File: src/rtl/id_decode_stage.sv
// id_decode_stage
//
// Instruction-decode stage between the IF/ID and ID/EXE pipeline registers.
// Decodes a 32-bit MIPS-subset instruction into the ALU/memory control
// bundle, owns the 32-entry register file, detects load-use hazards and
// turns the decoded instruction into a bubble on stall or flush.
//
// Ports:
//   clk, rst          clock, synchronous active-high reset
//   instr_in, PC_in   instruction and its PC from IF/ID
//   wb_wen/waddr/wdata  register-file write port driven by WB
//   ex_memRead, ex_waddr  load currently held in ID/EXE (hazard check)
//   flush             taken branch/jump in EXE, kill the ID instruction
//   rdata1/2_out      rs / rt values (write-first bypass from WB)
//   imm_out           sign-extended imm16, or zero-extended target for jal
//   opcode_out        ALU op: 000 ADD, 001 SUB, 010 AND, 011 OR, 100 SLT
//   alusrc_out        1 selects imm as the ALU B operand
//   waddr_out         destination register
//   wen/memWrite/memRead/memToReg/branch/jal_out  control bits
//   PC_out            PC_in passthrough
//   stall             hold PC and IF/ID this cycle
//   illegal           unsupported opcode/funct in ID
//   stall_count       saturating count of stall cycles
module id_decode_stage #(
  parameter int DSIZE = 32,
  parameter int ASIZE = 5,
  parameter int ISIZE = 32
) (
  input  logic             clk,
  input  logic             rst,
  input  logic [ISIZE-1:0] instr_in,
  input  logic [ISIZE-1:0] PC_in,
  input  logic             wb_wen,
  input  logic [ASIZE-1:0] wb_waddr,
  input  logic [DSIZE-1:0] wb_wdata,
  input  logic             ex_memRead,
  input  logic [ASIZE-1:0] ex_waddr,
  input  logic             flush,
  output logic [DSIZE-1:0] rdata1_out,
  output logic [DSIZE-1:0] rdata2_out,
  output logic [DSIZE-1:0] imm_out,
  output logic [2:0]       opcode_out,
  output logic             alusrc_out,
  output logic [ASIZE-1:0] waddr_out,
  output logic             wen_out,
  output logic             memWrite_out,
  output logic             memRead_out,
  output logic             memToReg_out,
  output logic             branch_out,
  output logic             jal_out,
  output logic [ISIZE-1:0] PC_out,
  output logic             stall,
  output logic             illegal,
  output logic [15:0]      stall_count
);

  localparam int NREGS = 2 ** ASIZE;

  localparam logic [5:0] OP_RTYPE = 6'h00;
  localparam logic [5:0] OP_JAL   = 6'h03;
  localparam logic [5:0] OP_BEQ   = 6'h04;
  localparam logic [5:0] OP_ADDI  = 6'h08;
  localparam logic [5:0] OP_LW    = 6'h23;
  localparam logic [5:0] OP_SW    = 6'h2B;

  localparam logic [5:0] FN_ADD = 6'h20;
  localparam logic [5:0] FN_SUB = 6'h22;
  localparam logic [5:0] FN_AND = 6'h24;
  localparam logic [5:0] FN_OR  = 6'h25;
  localparam logic [5:0] FN_SLT = 6'h2A;

  localparam logic [2:0] ALU_ADD = 3'b000;
  localparam logic [2:0] ALU_SUB = 3'b001;
  localparam logic [2:0] ALU_AND = 3'b010;
  localparam logic [2:0] ALU_OR  = 3'b011;
  localparam logic [2:0] ALU_SLT = 3'b100;

  logic [5:0]       op;
  logic [5:0]       funct;
  logic [ASIZE-1:0] rs;
  logic [ASIZE-1:0] rt;
  logic [ASIZE-1:0] rd;

  assign op    = instr_in[31:26];
  assign rs    = instr_in[21 +: ASIZE];
  assign rt    = instr_in[16 +: ASIZE];
  assign rd    = instr_in[11 +: ASIZE];
  assign funct = instr_in[5:0];

  logic [DSIZE-1:0] regs [NREGS];

  // Reset clears every register in one cycle and wins over a pending WB
  // write; register 0 is never written so it always holds zero.
  always_ff @(posedge clk) begin
    if (rst) begin
      for (int i = 0; i < NREGS; i++) regs[i] <= '0;
    end else if (wb_wen && wb_waddr != '0) begin
      regs[wb_waddr] <= wb_wdata;
    end
  end

  // Write-first bypass so an instruction reading the register WB is
  // writing this cycle sees the new value.
  logic             wb_live;
  logic [DSIZE-1:0] rd1;
  logic [DSIZE-1:0] rd2;

  assign wb_live = wb_wen && (wb_waddr != '0);
  assign rd1 = (rs == '0) ? '0 : (wb_live && wb_waddr == rs) ? wb_wdata : regs[rs];
  assign rd2 = (rt == '0) ? '0 : (wb_live && wb_waddr == rt) ? wb_wdata : regs[rt];

  // Raw decode before any bubble forcing.
  logic [2:0]       dec_alu;
  logic             dec_alusrc;
  logic [ASIZE-1:0] dec_waddr;
  logic             dec_wen;
  logic             dec_memWrite;
  logic             dec_memRead;
  logic             dec_memToReg;
  logic             dec_branch;
  logic             dec_jal;
  logic             dec_illegal;
  logic             rt_is_src;
  logic [DSIZE-1:0] dec_imm;

  always_comb begin
    dec_alu      = ALU_ADD;
    dec_alusrc   = 1'b0;
    dec_waddr    = '0;
    dec_wen      = 1'b0;
    dec_memWrite = 1'b0;
    dec_memRead  = 1'b0;
    dec_memToReg = 1'b0;
    dec_branch   = 1'b0;
    dec_jal      = 1'b0;
    dec_illegal  = 1'b0;
    rt_is_src    = 1'b0;
    dec_imm      = {{(DSIZE-16){instr_in[15]}}, instr_in[15:0]};
    case (op)
      OP_RTYPE: begin
        rt_is_src = 1'b1;
        dec_waddr = rd;
        dec_wen   = 1'b1;
        case (funct)
          FN_ADD:  dec_alu = ALU_ADD;
          FN_SUB:  dec_alu = ALU_SUB;
          FN_AND:  dec_alu = ALU_AND;
          FN_OR:   dec_alu = ALU_OR;
          FN_SLT:  dec_alu = ALU_SLT;
          default: dec_illegal = 1'b1;
        endcase
      end
      OP_ADDI: begin
        dec_alusrc = 1'b1;
        dec_waddr  = rt;
        dec_wen    = 1'b1;
      end
      OP_LW: begin
        dec_alusrc   = 1'b1;
        dec_waddr    = rt;
        dec_wen      = 1'b1;
        dec_memRead  = 1'b1;
        dec_memToReg = 1'b1;
      end
      OP_SW: begin
        rt_is_src    = 1'b1;
        dec_alusrc   = 1'b1;
        dec_waddr    = rt;
        dec_memWrite = 1'b1;
      end
      OP_BEQ: begin
        rt_is_src  = 1'b1;
        dec_alu    = ALU_SUB;
        dec_branch = 1'b1;
      end
      OP_JAL: begin
        dec_jal   = 1'b1;
        dec_wen   = 1'b1;
        dec_waddr = '1;
        dec_imm   = {{(DSIZE-26){1'b0}}, instr_in[25:0]};
      end
      default: dec_illegal = 1'b1;
    endcase
    // An unsupported instruction becomes a full bubble.
    if (dec_illegal) begin
      dec_alu      = ALU_ADD;
      dec_alusrc   = 1'b0;
      dec_waddr    = '0;
      dec_wen      = 1'b0;
      dec_memWrite = 1'b0;
      dec_memRead  = 1'b0;
      dec_memToReg = 1'b0;
      dec_branch   = 1'b0;
      dec_jal      = 1'b0;
    end
  end

  // Load-use hazard: the load in EXE targets a register this instruction
  // reads. Flush and reset both override the stall.
  logic hazard;
  logic stall_int;
  logic bubble;

  assign hazard = ex_memRead && (ex_waddr != '0) &&
                  ((ex_waddr == rs) || (rt_is_src && ex_waddr == rt));
  assign stall_int = hazard && !flush && !rst;
  assign bubble    = stall_int || flush || rst;

  always_comb begin
    rdata1_out   = rst ? '0 : rd1;
    rdata2_out   = rst ? '0 : rd2;
    imm_out      = rst ? '0 : dec_imm;
    opcode_out   = rst ? 3'b000 : dec_alu;
    alusrc_out   = rst ? 1'b0 : dec_alusrc;
    waddr_out    = rst ? '0 : dec_waddr;
    PC_out       = rst ? '0 : PC_in;
    illegal      = rst ? 1'b0 : dec_illegal;
    wen_out      = dec_wen      && !bubble;
    memWrite_out = dec_memWrite && !bubble;
    memRead_out  = dec_memRead  && !bubble;
    memToReg_out = dec_memToReg && !bubble;
    branch_out   = dec_branch   && !bubble;
    jal_out      = dec_jal      && !bubble;
    stall        = stall_int;
  end

  // Saturating stall-cycle counter.
  always_ff @(posedge clk) begin
    if (rst) begin
      stall_count <= '0;
    end else if (stall_int && stall_count != 16'hFFFF) begin
      stall_count <= stall_count + 16'd1;
    end
  end

endmodule
File: config.mk
export PLATFORM = sky130hd
export DESIGN_NAME = id_decode_stage
export DESIGN_NICKNAME = d
export VERILOG_FILES = /design/src/rtl/id_decode_stage.sv
export SDC_FILE = /design/constraint.sdc
export NUM_CORES = 2
export LEC_CHECK = 0
export ABC_AREA = 1
export BUFFER_PORTS_ARGS = -buffer_cell sky130_fd_sc_hd__buf_2
export CAP_MARGIN = 20
export CELL_PAD_IN_SITES_DETAIL_PLACEMENT = 1
export CELL_PAD_IN_SITES_GLOBAL_PLACEMENT = 2
export CORE_MARGIN = 4
export CORE_UTILIZATION = 38
export CTS_CLUSTER_DIAMETER = 120
export DETAILED_ROUTE_END_ITERATION = 8
export PLACE_DENSITY_LB_ADDON = 0.12
export SKIP_CTS_REPAIR_TIMING = 1
export SYNTH_ARGS = -nofsm -noshare
export SYNTH_HDL_FRONTEND = slang
export SYNTH_SLANG_ARGS = --single-unit
File: constraint.sdc
create_clock -name clk -period 3.29 [get_ports clk]
set_input_delay 0.329 -clock clk [delete_from_list [all_inputs] [get_ports clk]]
set_output_delay 0.329 -clock clk [all_outputs]
set_load 0.005 [all_outputs]
=== Word-level counts from Yosys, hierarchy flattened ===
Memories as Yosys holds them, arrays and structs flattened.
Cells that the tools add are included.

* Equal/unequal tests: 15
* $add $sub $neg: 1
* Mux-type cells: 41
* Reductions and logical operators: 31

{| class="wikitable"
|+ Operators by type and width
! kind !! count
|-
| $mux W32 || 10
|-
| $eq A6 B6 Y1 const B || 7
|-
| $reduce_or A32 Y1 || 1
|-
| $mux W1 || 22
|-
| $eq A5 B5 Y1 || 4
|-
| $add A16 B1 Y16 const B || 1
|-
| $ne A16 B16 Y1 const B || 1
|-
| $mux W5 || 3
|-
| $pmux W5 S3 || 1
|-
| $logic_and A1 B1 Y1 || 14
|-
| $pmux W3 S4 || 1
|-
| $logic_not A5 Y1 || 2
|-
| $reduce_bool A5 Y1 || 2
|-
| $reduce_or A5 Y1 || 2
|-
| $eq A6 B2 Y1 const B || 1
|-
| $eq A6 B3 Y1 const B || 1
|-
| $eq A6 B4 Y1 const B || 1
|-
| $logic_not A6 Y1 || 1
|-
| $mux W3 || 2
|-
| $pmux W3 S2 || 1
|-
| $reduce_or A3 Y1 || 2
|-
| $reduce_or A4 Y1 || 1
|-
| $logic_not A1 Y1 || 3
|-
| $logic_or A1 B1 Y1 || 3
|-
| $pmux W1 S2 || 1
|}

* Bits in registers: 16
* Output and inout port bits: 161
* Word-level logic and storage cells: 90
* Memory bits (writable): 1024
* Memories kept: 1

{| class="wikitable"
|+ Memory list
! memory !! words !! bits a word !! rd ports !! clocked after Yosys merged registers in !! write ports !! line !! text
|-
| regs || 32 || 32 || 2 || 0 || 32 || 90 || <nowiki>logic [DSIZE-1:0] regs [NREGS];</nowiki>
|}

=== Longest topological paths before layout ===
* Depth after elaboration: 12
* Gate-level depth with buffers: 14

=== Least setup slack after synthesis ===
OpenSTA, ideal clock, no wires.

* Path type: in2reg
* From: in wb_waddr[2]
* To: mem regs[14][0] (enable)
* Setup time: 0.389 ns
* Arrival: 2.092 ns
* Slack: 0.808 ns
* Data required time: 2.901 ns
* Stages: 10
* Buffers on the path: 2
* Cell sequence: buf_2 > inv_2 > nand2_1 > o21ai_2 > nor2_4 > inv_2 > nor3_1 > nand2_1 > buf_2 > nand2_1

{| class="wikitable"
|+ RTL lines
! element !! line !! text
|-
| start, declared || 34 || <nowiki>input logic [ASIZE-1:0] wb_waddr,</nowiki>
|-
| end, declared || 90 ||
|}

==> key figures <==
Final layout
  • Share of cells above drive strength 1: 0.116
  • # fillers: 18,700
  • Nets: 7,633
  • P&R area growth vs syn: 14.2%

Power
  • Clock power frac: 0.406
  • Max VDD drop: 0.459 mV
  • Comb pwr share: 0.145
  • Power Total: 34,700 uW
  • Psw: 9910 uW
  • P_leak: 0.0288 uW
  • Internal: 24,800 uW
  • Switching share of power: 0.286
  • Sequential power share: 0.449
  • Power Density: 507 mW/mm^2

Clocking
  • Worst-Skew Late Latency: 0.76 ns
  • Clock tree buffer depth: 3
  • CTS root buf: clkbuf_16
  • TritonCTS Buffers: 132
  • CTS tree: yes
  • Clock transition at path regs: 0.05 ns
  • H-Tree Depth: 4
  • Clock Sinks: 1,040

Critical path
  • Worst setup SP type: register
  • CP Max Fanout: 2
  • Reg2reg setup slack: 1.17 ns
  • Reg-to-reg startpoint: stall_count[0]
  • Worst EP arrival: 2.58 ns
  • Reg2reg path depth: 8
  • Req. time, crit path: 2.96 ns
  • R2R Path End: stall_count[15]
  • Kind of critical path: register to output port
  • Crit path from: regs[22][20]
  • Crit. End Element: output port
  • Crit path to: rdata2_out[20]

Synth
  • Sequential-to-total area share from yosys stat: 0.519
  • Mapped Area: 0.0599 mm^2
  • Mapped Avg Cell Area: 8.02 um^2
  • Yosys cell types: 40
  • Syn. warnings: 0
  • Cells after Synth: 7,472
  • Seq cells post-synth: 1,040

Status
  • Status: finished, violations left
  • Failing checks: negative hold slack

Timing
  • Final Hold Viols: 1
  • Final cycle utilization of the critical path: 0.883
  • Worst Skew: 0.00645 ns
  • Setup TNS: 0 ns
  • Final setup violation count: 0
  • F_max: 0.344 GHz
  • Slew HR: 0.295
  • Pins Over Slew Limit: 0
  • Worst-margin pin slew: 1.06 ns
  • Worst hold margin: -0.00623 ns
  • Tmin final: 2.90 ns
  • RSZ-0062 raised after global routing: no

Floorplanning
  • Initial Utilization: 0.383
  • Die Wd: 405 um
  • Row cnt: 145
  • Area of the die: 0.164 mm^2
  • Ports: 272
  • CORE AREA: 0.156 mm^2
  • Chip height: 405 um

Route
  • Vias per cell: 5.85
  • Vias: 56,700
  • Drt pass-1 iters: 6
  • # DRC: 0
  • DRT Wirelength: 279,000 um
  • WL/cell: 28.8 um
  • 1st-iter DRT viols: 5,711
  • Routed Antenna Nets: 0

Placed design
  • Routability cong.: 0.853
  • I/O Buffers: 271
  • Final HPWL DP: 165,000 um

Min path
  • Worst Hold Class: input port to register

Global route
  • Largest net degree at the start of global routing: 147
  • Initial antenna violation count: 8
  • First-pass GRT wire length: 397,000 um
  • Number of global-route vias before repair: 56,300
  • Global Route Usage Sum: 0.334
  • Total global routing overflow: 0

Run
  • Max-cap viol count: 0
## state kept, by name, indices dropped and copies added, names as in the netlist
signal,flops
regs,1024
stall_count,16
## layout make-up
cell class	instances	area (um^2)	area share
clock inverter	71	554	0.00810
timing repair buffer	543	4590	0.0671
sequential	1040	31100	0.454
multi-input combinational	5085	23400	0.342
antenna	4	10.0	0.000146
clock buffer	166	3520	0.0514
inverter	719	2730	0.0399
tap	2058	2570	0.0376
## synth_stat cells
master       n  share of area
o21ai_1     60         0.0050
buf_4       18         0.0023
a22oi_1      4        0.00050
a21oi_1    407          0.034
nand3_2      3        0.00050
edfxtp_1  1024           0.51
nor2_1    1387          0.087
a211oi_1     1        0.00013
xnor2_1      4        0.00058
clkbuf_1   243          0.015
buf_6       17         0.0032
o41ai_2      1        0.00027
inv_1      705          0.044
o211ai_1   364          0.046
nor2_4       2        0.00038
clkbuf_2     1       0.000083
clkinv_1     4        0.00025
nand4_1     19         0.0020
nand3_4      1        0.00029
o21ai_0    395          0.033
buf_2      304          0.025
nand3_1    861          0.072
buf_1       73         0.0046
o211ai_2     9         0.0019
o21ai_4      1        0.00027
xor2_1      14         0.0020
nand2_1   1442          0.090
inv_2       10        0.00063
nor3_1       9        0.00075
buf_8        3        0.00075
a21oi_2     12         0.0018
ha_1         1        0.00021
conb_1       1       0.000063
nand4_4      1        0.00036
or2_2       49         0.0051
nor2_2       2        0.00021
o21ai_2      1        0.00015
xnor2_2      1        0.00027
nand3b_1     2        0.00025
dfxtp_1     16         0.0053
## cell usage in the layout (no fill, tap or decap), types with 7 or more instances in the layout
cell type	Yosys	final
a21oi_1	407	407
a21oi_2	12	12
buf_12	0	75
buf_16	0	10
buf_2	304	263
buf_4	18	190
bufinv_16	0	7
clkbuf_1	243	30
clkbuf_16	0	136
clkinv_1	4	36
clkinv_2	0	18
conb_1	1	32
dfxtp_1	16	16
edfxtp_1	1024	1024
inv_1	705	701
inv_2	10	9
inv_6	0	13
nand2_1	1442	1381
nand2_2	0	61
nand3_1	861	860
nand4_1	19	19
nor2_1	1387	1383
nor3_1	9	9
o211ai_1	364	364
o211ai_2	9	9
o21ai_0	395	394
o21ai_1	60	60
or2_2	49	49
xor2_1	14	14
## kinds of logic after synthesis
logic type                 count (synthesis)  share of synthesized area
buffers and inverters                   1378                     0.0965
xor gates and xnor gates                  19                    0.00290
DFF                                     1040                      0.519
AOI/OAI and AO/OA                       1255                      0.123
and+or+nand+nor                         3778                      0.259
other                                      1                  0.0000626
adders and majority gates                  1                   0.000209
## worst min path at each step
stage	to	slack (ns)	cells after the start	startpoint
6_report	regs[14][13]	-0.006	3	wb_wdata[13]
5_1_grt	regs[14][13]	0.01	3	wb_wdata[13]
4_1_cts	regs[3][17]	0.06	3	wb_wdata[17]
3_5_place_dp	stall_count[14]	0.55	2	stall_count[14]
3_3_place_gp	stall_count[14]	0.54	2	stall_count[14]
2_1_floorplan	stall_count[14]	0.50	2	stall_count[14]
## routing by layer
| layer | wire, um | track usage | vias to the layer above |
|---|---|---|---|
| li1 | - | - | 24900 |
| met1 | 114000 | 0.436 | 28800 |
| met2 | 130000 | 0.544 | 2358 |
| met3 | 21700 | 0.0600 | 590 |
| met4 | 13700 | 0.148 | 4 |
| met5 | 27 | 0 | - |
## per-stage QoR
| stage | cells | area (um^2) | setup slack, ns | util | hold slack [ns] |
|---|---|---|---|---|---|
| after floorplan | 7503 | 60000 | 0.808 | - | 0.503 |
| after global placement | 9435 | 64100 | 0.501 | 0.410 | 0.543 |
| after detailed placement | 9437 | 64100 | 0.502 | 0.410 | 0.552 |
| after CTS | 9674 | 68200 | 0.341 | 0.436 | 0.0640 |
| after global routing | 9683 | 68400 | 0.268 | 0.437 | 0.0144 |
| final | 9686 | 68400 | 0.385 | 0.437 | -0.00623 |
## worst max-delay path, stage by stage, from the launching register on
cell and delay, ns:
edfxtp_1 0.39, nor2_1 0.12, nor2_1 0.05, nand2_1 0.07, o21ai_0 0.10, nand2_1 0.08, nand2_1 0.06, nor2_1 0.35
nand2_1 0.15, nand2_1 0.20, a21oi_1 0.09, buf_2 0.14
## power by group through the flow
stage / registers (uW) / clock network (uW) / logic, uW
5_1_grt: 15600 / 14900 / 5400
3_5_place_dp: 15800 / 0 / 4920
2_1_floorplan: 15700 / 0 / 2780
6_report: 15600 / 14100 / 5030
4_1_cts: 15500 / 14300 / 4950
3_3_place_gp: 15800 / 0 / 4850
Note: power is estimated with default switching activity, not from simulation.
